**src/rtl/ofmap_bit_packer.sv**
```systemverilog
// Packs single activation bits LSB-first into WORD_WIDTH-bit ofmap BRAM words.
// Define OFMAP_WMASK_EN to add the per-bit bram_wmask output for partial-word writes.
module ofmap_bit_packer #(
    parameter int OFMAPS_BRAM_ADDR_WIDTH = 12,
    parameter int WORD_WIDTH             = 32
) (
    input  logic                              clk,
    input  logic                              rst,
    input  logic                              i_data,
    input  logic [OFMAPS_BRAM_ADDR_WIDTH-1:0] i_addr,
    input  logic                              i_valid,
    input  logic                              i_flush,
    output logic                              bram_we,
    output logic [OFMAPS_BRAM_ADDR_WIDTH-1:0] bram_addr,
    output logic [WORD_WIDTH-1:0]             bram_wdata,
`ifdef OFMAP_WMASK_EN
    output logic [WORD_WIDTH-1:0]             bram_wmask,
`endif
    output logic [OFMAPS_BRAM_ADDR_WIDTH:0]   words_written,
    output logic                              o_idle
);

    localparam int CNT_W = $clog2(WORD_WIDTH + 1);

    localparam logic [0:0] ST_EMPTY = 1'b0;
    localparam logic [0:0] ST_FILL  = 1'b1;

    logic [0:0]                        state, state_nx;
    logic [CNT_W-1:0]                  cnt, cnt_nx;
    logic [WORD_WIDTH-1:0]             pack_buf, buf_nx;
    logic [OFMAPS_BRAM_ADDR_WIDTH-1:0] cur_addr, addr_nx;
    logic                              flush_pend, pend_nx;
    logic                              same_addr, last_bit;
    logic                              wr;
    logic [WORD_WIDTH-1:0]             wr_data, bit_in;

    assign same_addr = (i_addr == cur_addr);
    assign last_bit  = (cnt == CNT_W'(WORD_WIDTH - 1));
    assign bit_in    = WORD_WIDTH'(i_data) << cnt;

    always_comb begin
        state_nx = state;
        cnt_nx   = cnt;
        buf_nx   = pack_buf;
        addr_nx  = cur_addr;
        pend_nx  = flush_pend;
        wr       = 1'b0;
        wr_data  = pack_buf;
        if (i_valid) begin
            // A flush arriving with a beat waits for the first idle input cycle.
            if (i_flush)
                pend_nx = 1'b1;
            if (state == ST_EMPTY || !same_addr) begin
                wr       = (state == ST_FILL);
                buf_nx   = WORD_WIDTH'(i_data);
                cnt_nx   = CNT_W'(1);
                addr_nx  = i_addr;
                state_nx = ST_FILL;
            end else if (last_bit) begin
                wr       = 1'b1;
                wr_data  = pack_buf | bit_in;
                buf_nx   = '0;
                cnt_nx   = '0;
                state_nx = ST_EMPTY;
            end else begin
                buf_nx = pack_buf | bit_in;
                cnt_nx = cnt + CNT_W'(1);
            end
        end else if (i_flush || flush_pend) begin
            pend_nx  = 1'b0;
            wr       = (state == ST_FILL);
            buf_nx   = '0;
            cnt_nx   = '0;
            state_nx = ST_EMPTY;
        end
    end

`ifdef OFMAP_WMASK_EN
    function automatic logic [WORD_WIDTH-1:0] lsb_mask(input logic [CNT_W-1:0] n);
        logic [WORD_WIDTH-1:0] m;
        for (int i = 0; i < WORD_WIDTH; i++)
            m[i] = (i < int'(n));
        return m;
    endfunction

    logic [WORD_WIDTH-1:0] wr_mask;
    assign wr_mask = (i_valid && state == ST_FILL && same_addr && last_bit) ? '1 : lsb_mask(cnt);
`endif

    always_ff @(posedge clk) begin
        if (rst) begin
            state         <= ST_EMPTY;
            cnt           <= '0;
            pack_buf      <= '0;
            cur_addr      <= '0;
            flush_pend    <= 1'b0;
            bram_we       <= 1'b0;
            bram_addr     <= '0;
            bram_wdata    <= '0;
`ifdef OFMAP_WMASK_EN
            bram_wmask    <= '0;
`endif
            words_written <= '0;
        end else begin
            state      <= state_nx;
            cnt        <= cnt_nx;
            pack_buf   <= buf_nx;
            cur_addr   <= addr_nx;
            flush_pend <= pend_nx;
            bram_we    <= wr;
            // Write port holds its last address/data between strobes.
            if (wr) begin
                bram_addr     <= cur_addr;
                bram_wdata    <= wr_data;
`ifdef OFMAP_WMASK_EN
                bram_wmask    <= wr_mask;
`endif
                words_written <= words_written + 1'b1;
            end
        end
    end

    assign o_idle = (state == ST_EMPTY) && !flush_pend && !bram_we;

endmodule

```
**config.mk**
```make
export PLATFORM = sky130hd
export DESIGN_NAME = ofmap_bit_packer
export DESIGN_NICKNAME = d
export VERILOG_FILES = /design/src/rtl/ofmap_bit_packer.sv
export SDC_FILE = /design/constraint.sdc
export NUM_CORES = 1
export LEC_CHECK = 0
export ABC_CLOCK_PERIOD_IN_PS = 2100
export CAP_MARGIN = 25
export CORE_MARGIN = 4
export CORE_UTILIZATION = 29
export CTS_CLUSTER_DIAMETER = 150
export DETAILED_ROUTE_END_ITERATION = 7
export SYNTH_ARGS = -nofsm -noshare
export SYNTH_HDL_FRONTEND = slang
export SYNTH_SLANG_ARGS = --single-unit
export TNS_END_PERCENT = 20
```
**constraint.sdc**
```tcl
create_clock -name clk -period 2.1 [get_ports clk]
set_input_delay 0.21 -clock clk [delete_from_list [all_inputs] [get_ports clk]]
set_output_delay 0.21 -clock clk [all_outputs]
set_load 0.03 [all_outputs]
```
==> results of run 1 <==
state kept, by name (all words and copies together) (netlist names):
| name | flops |
|---|---|
| words_written | 13 |
| bram_wdata | 32 |
| cur_addr | 12 |
| bram_addr | 12 |
| pack_buf | 32 |
| flush_pend | 1 |
| bram_we | 1 |
| cnt | 6 |
| state | 1 |
worst paths after layout:
check / to / cells after the start
setup / recovery: words_written[7] / 8
setup reg to reg: words_written[7] / 8
hold / removal: cur_addr[6] / 2
hold reg to reg: bram_wdata[28] / 2
cells in the mapped netlist (6+ instances only):
| library cell | number |
|---|---|
| buf_2 | 12 |
| nand3b_1 | 41 |
| nand4_1 | 10 |
| o21ai_1 | 27 |
| mux2i_1 | 12 |
| nand2_1 | 15 |
| clkbuf_1 | 21 |
| xnor2_1 | 14 |
| nor3_1 | 42 |
| dfxtp_1 | 110 |
| o31ai_1 | 7 |
| o21ai_0 | 19 |
| or3_1 | 7 |
| or4_1 | 6 |
| nor2_1 | 26 |
| inv_1 | 7 |
| a21oi_1 | 90 |
power by group:
group	internal, uW	switching (uW)
clock	1060	793
combinational	147	209
sequential	2120	26.1
layout make-up:
| class | instances | area, um^2 | share of cell area |
|---|---|---|---|
| clock buffer | 9 | 225 | 0.0366 |
| clock inverter | 7 | 103 | 0.0167 |
| inverter | 7 | 26.3 | 0.00427 |
| multi-input combinational | 358 | 2190 | 0.356 |
| sequential | 110 | 2200 | 0.358 |
| tap | 216 | 270 | 0.0439 |
| timing repair buffer | 118 | 1140 | 0.185 |
stage by stage:
step                instances  setup TNS, ns
floorplan                 523              0
global placement          808          -1.56
detailed placement        808          -3.41
global route              825              0
finish                    825              0
CTS                       824              0
routing by layer:
metal | vias to the layer above | GRT usage
li1 | 2053 | -
met1 | 1939 | 0.184
met2 | 122 | 0.212
met3 | 17 | 0.0324
met4 | 0 | 0.0476
met5 | - | 0
cells by family after synthesis:
group | count (synthesis)
buf+inv | 55
simple gates | 170
mux | 13
xor+xnor | 16
compound gates | 157
fa+ha+maj | 2
flops | 110
==> qor.csv, run 1 <==
stage;metric;value;unit
run_status;status;finished, final reports clean;
sta;finalHoldViolations;0;
synth;synth_nets;542;
grt;grt_pass1_vias;3986;
drt;met3WireLength;668;um
sta;max_freq;502;MHz
drt;wirelength;12.3;mm
synth;ys_warn_count;0;
grt;grt_start_max_net_pins;62;
synth;async_flop_share;0;
final_layout;syn_to_final_growth;31.4;%
power;power.density;707;nW/um^2
setup_path;startpoint;cnt[0];
grt;grt_pass1_wl;20.3;mm
drt;wl_per_cell;14.9;um
setup_path;crit_arrival;2.27;ns
synth;synth_compound_area_frac;0.186;
clocking;path_clk_slew;0.07;ns
sta;slew_headroom;0.499;
final_layout;fin_util;0.389;
sta;finalMaxSlewViolations;0;
placed_design;place.gp.congestion;0.814;
clocking;post-cts-setup-buffers;0;
final_layout;design_area;6150;um^2
synth;syn_avg_cell_area;8.95;um^2
drt;wl_met1;5.84;mm
clocking;clk_path_buf_depth;2;
setup_path;crit_path_end_kind;flip-flop;
synth;ys_seq_elements;110;
drt;initialDrtViolationCount;277;
synth;synth_top_family_by_area;simple AND/OR/NAND/NOR gates;
clocking;cts_inserted_buffers;9;
sta;finalWorstSetupSlack;0.110;ns
final_layout;diodes;0;
synth;synthFlopType;dfxtp_1;
synth;yosysSeqAreaShare;0.470;
drt;vias_per_cell;5.01;
synth;ys_top_cells_by_area;dfxtp_1 47%, a21oi_1 9.6%, nand3b_1 6.6%;
synth;syn_inst;523;
synth;synth_edf_count;0;
setup_path;max_stage_delay;0.50;ns
floorplanning;die_x;135;um
synth;synth_simple_gate_area_share;0.214;
setup_path;criticalPathCategory;reg2reg;
placed_design;placed_area;5800;um^2
grt;antenna_found_initial;0;
sta;fin_crit_sh;0.948;
clocking;cts_tree;done;
clocking;h-tree-depth;3;
placed_design;dp_hpwl;8.50;mm
setup_path;path_delay_family;simple AND/OR/NAND/NOR gates;
power;p_total;4350;uW
setup_path;crit_path_start_kind;flip-flop;
placed_design;place_ws;-0.0957;ns
synth;synth_fa_ha_area_frac;0.00534;
clocking;cts.sink_count;110;
worst_hold_path;worst_hold_path_type;in2reg;
synth;synthXorXnorAreaFrac;0.0299;
sta;hold_ws;0.350;ns
final_layout;final_cell_mix;110 x dfxtp_1, 90 x a21oi_1, 74 x clkdlybuf4s50_1, 42 x nor3_1, 41 x nand3b_1;
grt;gr-total-overflow;0;
synth;synth.top_cell.area_share;0.470;
sta;setup_viol;0;
power;p_leak;0.00202;uW
final_layout;drive_gt1_frac;0.118;
setup_path;rrSetupSlack;0.11;ns
floorplanning;ioPinCount;76;
floorplanning;design.core.area;15800;um^2
setup_path;crit_chain;ha_1 > and3_4 > a21o_4 > nor4_4 > buf_4 > buf_4 > or4_1 > a21oi_1;
job;cap_violations;0;
clocking;cts_resized;0;
clocking;postCtsHoldBufs;0;
floorplanning;row_count;46;
sta;tightest_slew;0.744;ns
synth;synthMuxAreaShare;0.0289;
grt;track_usage;0.136;
drt;vias;4131;
drt;drtPass1Iterations;5;
power;ir_drop;377;uV
synth;syn_area;4680;um^2
drt;wl_met2;5.62;mm
setup_path;timing.rr.start;cnt[0];
final_layout;nFillCells;1564;
drt;highest_layer;met4;
placed_design;portBuffers;75;
clocking;clk_latency;0.35;ns
setup_path;crit_path_frequent_cell;buf_4;
floorplanning;dieArea;18200;um^2
setup_path;cp_num_buf_inv;2;
final_layout;nNetsFinal;623;
synth;yosysTopAreaCell;dfxtp_1;
sta;finClkSkew;0.00642;ns
drt;drc;0;
clocking;cts-root-buf;clkbuf_16;
setup_path;cp.required;2.38;ns
final_layout;layout_commonest_cell;dfxtp_1;
worst_hold_path;hold_start;rst;
setup_path;slowest_stage;or4_1;
drt;antenna_left;0;
synth;synth.distinct_cells;46;
floorplanning;die_y;135;um
sta;rsz0062_at_grt;no;
sta;post-route-min-period;1.99;ns
setup_path;crit_fanout;11;
floorplanning;start_util;0.296;
Power figures use the tool's default switching activity.
==> inputs of run 2 (changes only) <==
--- a/config.mk
+++ b/config.mk
@@ -8,9 +8,10 @@
 export ABC_CLOCK_PERIOD_IN_PS = 2100
 export CAP_MARGIN = 25
 export CORE_MARGIN = 4
-export CORE_UTILIZATION = 29
+export CORE_UTILIZATION = 45
 export CTS_CLUSTER_DIAMETER = 150
 export DETAILED_ROUTE_END_ITERATION = 7
+export PLACE_DENSITY = 0.72
 export SYNTH_ARGS = -nofsm -noshare
 export SYNTH_HDL_FRONTEND = slang
 export SYNTH_SLANG_ARGS = --single-unit
==> run 2 against run 1 <==
Against the previous run:
- cell count fell by 9.9%
- non-clock buffer count up 1
- clock skew grew 0.0088 ns
- combinational power about the same
- global-route usage up 5.7 points
- via count decreased by 1.4%
- design area is 3.3% lower
- first-iteration DRC count fell by 21%
- sequential cell count stayed put
- critical path depth fell by 2
- critical path type unchanged
==> qor.csv, run 2 (synthesis gave the netlist of run 1 again) <==
stage;metric;value;unit
run_status;status;finished, final reports clean;
final_layout;drive_gt1_frac;0.120;
power;ir_drop;396;uV
placed_design;placed_area;5740;um^2
grt;grt_start_max_net_pins;83;
setup_path;crit_arrival;2.19;ns
floorplanning;ioPinCount;76;
placed_design;place.gp.congestion;0.885;
floorplanning;row_count;36;
drt;wirelength;11.3;mm
sta;finClkSkew;0.0153;ns
drt;wl_per_cell;15.3;um
setup_path;cp.required;2.36;ns
setup_path;crit_path_start_kind;flip-flop;
sta;max_freq;518;MHz
power;p_leak;0.00198;uW
sta;post-route-min-period;1.93;ns
final_layout;diodes;0;
floorplanning;die_y;110;um
drt;antenna_left;0;
grt;antenna_found_initial;0;
final_layout;nFillCells;874;
sta;tightest_slew;0.685;ns
floorplanning;die_x;110;um
clocking;cts_tree;done;
sta;rsz0062_at_grt;no;
grt;gr-total-overflow;0;
grt;grt_pass1_vias;3958;
drt;vias_per_cell;5.48;
drt;drc;0;
sta;fin_crit_sh;0.919;
grt;grt_pass1_wl;18.9;mm
setup_path;crit_path_end_kind;flip-flop;
sta;finalWorstSetupSlack;0.170;ns
sta;slew_headroom;0.539;
drt;drtPass1Iterations;4;
placed_design;dp_hpwl;7.86;mm
drt;initialDrtViolationCount;220;
setup_path;crit_fanout;29;
floorplanning;start_util;0.470;
clocking;cts-root-buf;clkbuf_8;
final_layout;syn_to_final_growth;27.1;%
clocking;clk_path_buf_depth;2;
clocking;h-tree-depth;3;
sta;finalHoldViolations;0;
sta;tns;0;ns
clocking;cts_inserted_buffers;9;
final_layout;final_cell_mix;110 x dfxtp_1, 90 x a21oi_1, 73 x clkdlybuf4s50_1, 42 x nor3_1, 41 x nand3b_1;
placed_design;place_ws;-0.122;ns
power;power.density;644;nW/um^2
setup_path;criticalPathCategory;reg2reg;
final_layout;nNetsFinal;624;
grt;track_usage;0.193;
final_layout;layout_commonest_cell;dfxtp_1;
final_layout;design_area;5950;um^2
placed_design;placed_cells;727;
clocking;clk_latency;0.38;ns
final_layout;fin_cells;743;
sta;setup_viol;0;
sta;hold_ws;0.221;ns
sta;finalMaxSlewViolations;0;
clocking;path_clk_slew;0.11;ns
floorplanning;design.core.area;9950;um^2
clocking;cts.sink_count;110;
worst_hold_path;worst_hold_path_type;in2reg;
placed_design;portBuffers;75;
drt;vias;4075;
floorplanning;dieArea;12100;um^2
final_layout;reg_top3;bram_wdata: 32 flops, pack_buf: 32 flops, words_written: 13 flops;
job;cap_violations;0;
## run 2: cell count changes in the layout (fill, tap and decap cells not counted), moves of 2 or more
cell,previous run,this run
clkbuf_8,0,9
clkbuf_16,10,0
inv_8,0,2
buf_12,4,6
## run 2: cell type report
cell class,instances,area (um^2),share of cell area
clock buffers,9,124,0.0208
clock inverters,7,86.3,0.0145
inverters,7,26.3,0.00441
multi-input cells,358,2190,0.367
flip-flops and latches,110,2200,0.370
well taps,133,166,0.0280
repair buffers,119,1160,0.195
## run 2: repair_timing
item / CTS / global route
hold buffers: 0 / 0
setup buffers: 0 / 0
resized for setup: 0 / 2
endpoints found under the setup margin: 0 / 5
## run 2: final timing paths
check        cells past startpoint  slack, ns           start                 to
min reg2reg                      2       0.46  bram_wdata[28]     bram_wdata[28]
max                              6       0.17     cur_addr[1]  words_written[12]
min                              2       0.22             rst        cur_addr[4]
max reg2reg                      6       0.17     cur_addr[1]  words_written[12]
## run 2: critical path, stage by stage, from the launching register on
cell and delay [ns]:
dfxtp_1 0.39, xnor2_1 0.14, nand4_1 0.26, nor4_4 0.44
buf_12 0.22, nor3_2 0.07, mux2_4 0.29
## run 2: report_power, final
part / internal, uW / total [uW] / switching [uW]
combinational: 148 / 356 / 208
clock: 579 / 1340 / 757
sequential: 2120 / 2140 / 25.7
## run 2: per-layer routing
metal,up-vias,GRT usage,part of all wire
li1,2044,-,-
met1,1907,0.265,0.46
met4,0,0.0721,0.021
met2,102,0.305,0.47
met5,-,0,0
met3,22,0.0320,0.050
## run 2: metrics by stage
stage | utilization | power [uW]
2_1_floorplan | - | 2390
3_3_place_gp | 0.576 | 2540
4_1_cts | 0.597 | 3870
5_1_grt | 0.598 | 3980
3_5_place_dp | 0.576 | 2550
6_report | 0.598 | 3830
==> inputs of run 3 (changes only) <==
--- a/config.mk
+++ b/config.mk
@@ -7,11 +7,13 @@
 export LEC_CHECK = 0
 export ABC_CLOCK_PERIOD_IN_PS = 2100
 export CAP_MARGIN = 25
+export CORE_ASPECT_RATIO = 0.5
 export CORE_MARGIN = 4
 export CORE_UTILIZATION = 45
 export CTS_CLUSTER_DIAMETER = 150
 export DETAILED_ROUTE_END_ITERATION = 7
 export PLACE_DENSITY = 0.72
+export SETUP_SLACK_MARGIN = 0.4
 export SYNTH_ARGS = -nofsm -noshare
 export SYNTH_HDL_FRONTEND = slang
 export SYNTH_SLANG_ARGS = --single-unit
==> constraint.sdc (replaced) <==
create_clock -name clk -period 2.1 [get_ports clk]
set_input_delay 0.21 -clock clk [delete_from_list [all_inputs] [get_ports clk]]
set_output_delay 0.21 -clock clk [all_outputs]
set_load 0.01 [all_outputs]
==> run 3 against run 2 <==
Against the previous run:
- sequential share of layout area decreased by 1.9 points
- via count increased by 3.4%
- clock skew decreased by 0.0080 ns
- cell count increased by 3.0%
- setup slack improved by 0.017 ns
- design area increased by 6.7%
- wire length increased by 5.5%
- count of clock-buffer cells in the layout increased by 1
- largest cell class is now multi-input gates
==> qor.csv, run 3 (synthesis gave the netlist of run 1 again) <==
stage;metric;value;unit
run_status;status;finished, final reports clean;
grt;grt_pass1_wl;19.6;mm
power;p_comb_frac;0.088;
power;p_leak;0.00219;uW
placed_design;dp_hpwl;7.73;mm
floorplanning;design.core.area;9790;um^2
sta;fin_crit_sh;0.911;
final_layout;nFillCells;817;
drt;drc;0;
drt;vias;4214;
power;ir_drop;382;uV
sta;finalHoldViolations;0;
grt;grt_pass1_vias;4007;
grt;gr-total-overflow;0;
setup_path;timing.rr.start;cnt[1];
clocking;cts.sink_count;110;
clocking;cts-root-buf;clkbuf_16;
final_layout;layout_commonest_cell;dfxtp_1;
drt;vias_per_cell;5.51;
setup_path;crit_chain;ha_4 > and3_4 > a21o_4 > nor4_4 > buf_6 > buf_12 > nand3b_1 > a21oi_1;
job;cap_violations;0;
power;power.density;652;nW/um^2
clocking;clk_path_buf_depth;2;
grt;track_usage;0.193;
final_layout;nNetsFinal;644;
drt;drtPass1Iterations;4;
final_layout;reg_top3;bram_wdata: 32 flops, pack_buf: 32 flops, words_written: 13 flops;
clocking;h-tree-depth;3;
drt;antenna_left;0;
setup_path;crit_path_start_kind;flip-flop;
clocking;postCtsHoldBufs;0;
drt;wirelength;12.0;mm
setup_path;crit_fanout;23;
setup_path;startpoint;cnt[1];
floorplanning;start_util;0.478;
final_layout;drive_gt1_frac;0.192;
sta;finalMaxSlewViolations;0;
worst_hold_path;worst_hold_path_type;in2reg;
sta;tns;0;ns
power;switching_power;1010;uW
sta;slew_headroom;0.555;
grt;grt_start_max_net_pins;49;
grt;antenna_found_initial;0;
clocking;clk_latency;0.35;ns
placed_design;placed_cells;729;
floorplanning;row_count;25;
clocking;path_clk_slew;0.07;ns
floorplanning;die_y;80.1;um
final_layout;diodes;0;
clocking;cts_inserted_buffers;9;
setup_path;cp.required;2.31;ns
setup_path;cp_num_buf_inv;2;
worst_hold_path;hold_start;i_addr[7];
setup_path;criticalPathCategory;reg2reg;
placed_design;place.gp.congestion;0.820;
floorplanning;dieArea;12200;um^2
final_layout;fin_cells;765;
setup_path;crit_path_end_kind;flip-flop;
power;p_clk_frac;0.394;
power;intPower;3130;uW
sta;setup_viol;0;
sta;tightest_slew;0.661;ns
setup_path;path_delay_family;simple AND/OR/NAND/NOR gates;
power;power.share.sequential;0.518;
floorplanning;die_x;152;um
setup_path;crit_arrival;2.12;ns
final_layout;final_cell_mix;95 x dfxtp_1, 90 x a21oi_1, 64 x clkdlybuf4s50_1, 48 x buf_4, 42 x nor3_1;
drt;wl_per_cell;15.6;um
floorplanning;ioPinCount;76;
setup_path;max_stage_delay;0.38;ns
final_layout;syn_to_final_growth;35.6;%
sta;max_freq;523;MHz
sta;finClkSkew;0.00729;ns
setup_path;slowest_stage;nor4_4;
sta;rsz0062_at_grt;yes;
power;p_sw_frac;0.244;
final_layout;fin_util;0.649;
clocking;cts_tree;done;
sta;post-route-min-period;1.91;ns
placed_design;portBuffers;75;
drt;initialDrtViolationCount;282;
==> run 3: cell types whose count changed in the layout (fill, tap and decap cells not counted), moves of 6 or more <==
cell	previous run	this run
clkbuf_8	9	1
dfxtp_1	110	95
buf_6	1	7
clkdlybuf4s50_1	73	64
buf_4	38	48
xnor2_2	0	6
xnor2_1	14	8
clkbuf_16	0	11
dlygate4sd2_1	0	8
dfxtp_2	0	13
==> run 3: timing repair <==
item                       CTS  global route
gates cloned                 4             1
pin swaps                   27            18
buffers inserted            12             3
hold endpoints to repair     0             0
resized for setup           39            17
setup endpoints to repair  101           110
==> run 3: area by class of cell <==
cell class	count	area, um^2	area share
inverters	7	26.3	0.00414
clock inverters	6	46.3	0.00729
flip-flops and latches	110	2230	0.351
well taps	135	169	0.0266
repair buffers	139	1360	0.214
multi-input cells	358	2280	0.360
clock buffers	10	239	0.0376
==> run 3: through the flow <==
| stage | power [uW] | instance area, um^2 | hold slack (ns) | worst slack (ns) |
|---|---|---|---|---|
| finish | 4140 | 6350 | 0.213 | 0.187 |
| global route | 4290 | 6350 | 0.234 | 0.109 |
| CTS | 4170 | 6250 | 0.277 | 0.278 |
| detailed placement | 2520 | 5730 | 0.451 | -0.108 |
| global placement | 2520 | 5730 | 0.449 | -0.0792 |
| floorplan | 2370 | 4710 | 0.357 | 0.200 |
==> run 3: metal layers <==
layer  up-vias  global-route usage  part of all wire
met5         -                   0                 0
li1       2091                   -                 -
met4         0              0.0511             0.011
met1      2004               0.262              0.51
met3        11              0.0436             0.046
met2       108               0.315              0.44
==> run 3: worst register-to-register path, stage by stage (launching register included) <==
cell      delay [ns]
dfxtp_2         0.34
ha_4            0.16
and3_4          0.15
a21o_4          0.21
nor4_4          0.38
buf_6           0.21
buf_12          0.16
nand3b_1        0.12
a21oi_1         0.06
==> run 3: final timing paths <==
kind / slack, ns / end / depth (start not counted)
max reg2reg: 0.19 / bram_wdata[1] / 8
min reg2reg: 0.46 / bram_wdata[29] / 2
min: 0.21 / cur_addr[7] / 3
max: 0.19 / bram_wdata[1] / 8
==> run 3: power groups by stage <==
stage / sequential [uW] / combinational, uW / clock (uW)
global route: 2150 / 395 / 1750
detailed placement: 2190 / 333 / 0
global placement: 2190 / 329 / 0
floorplan: 2190 / 179 / 0
finish: 2140 / 364 / 1630
CTS: 2140 / 362 / 1670
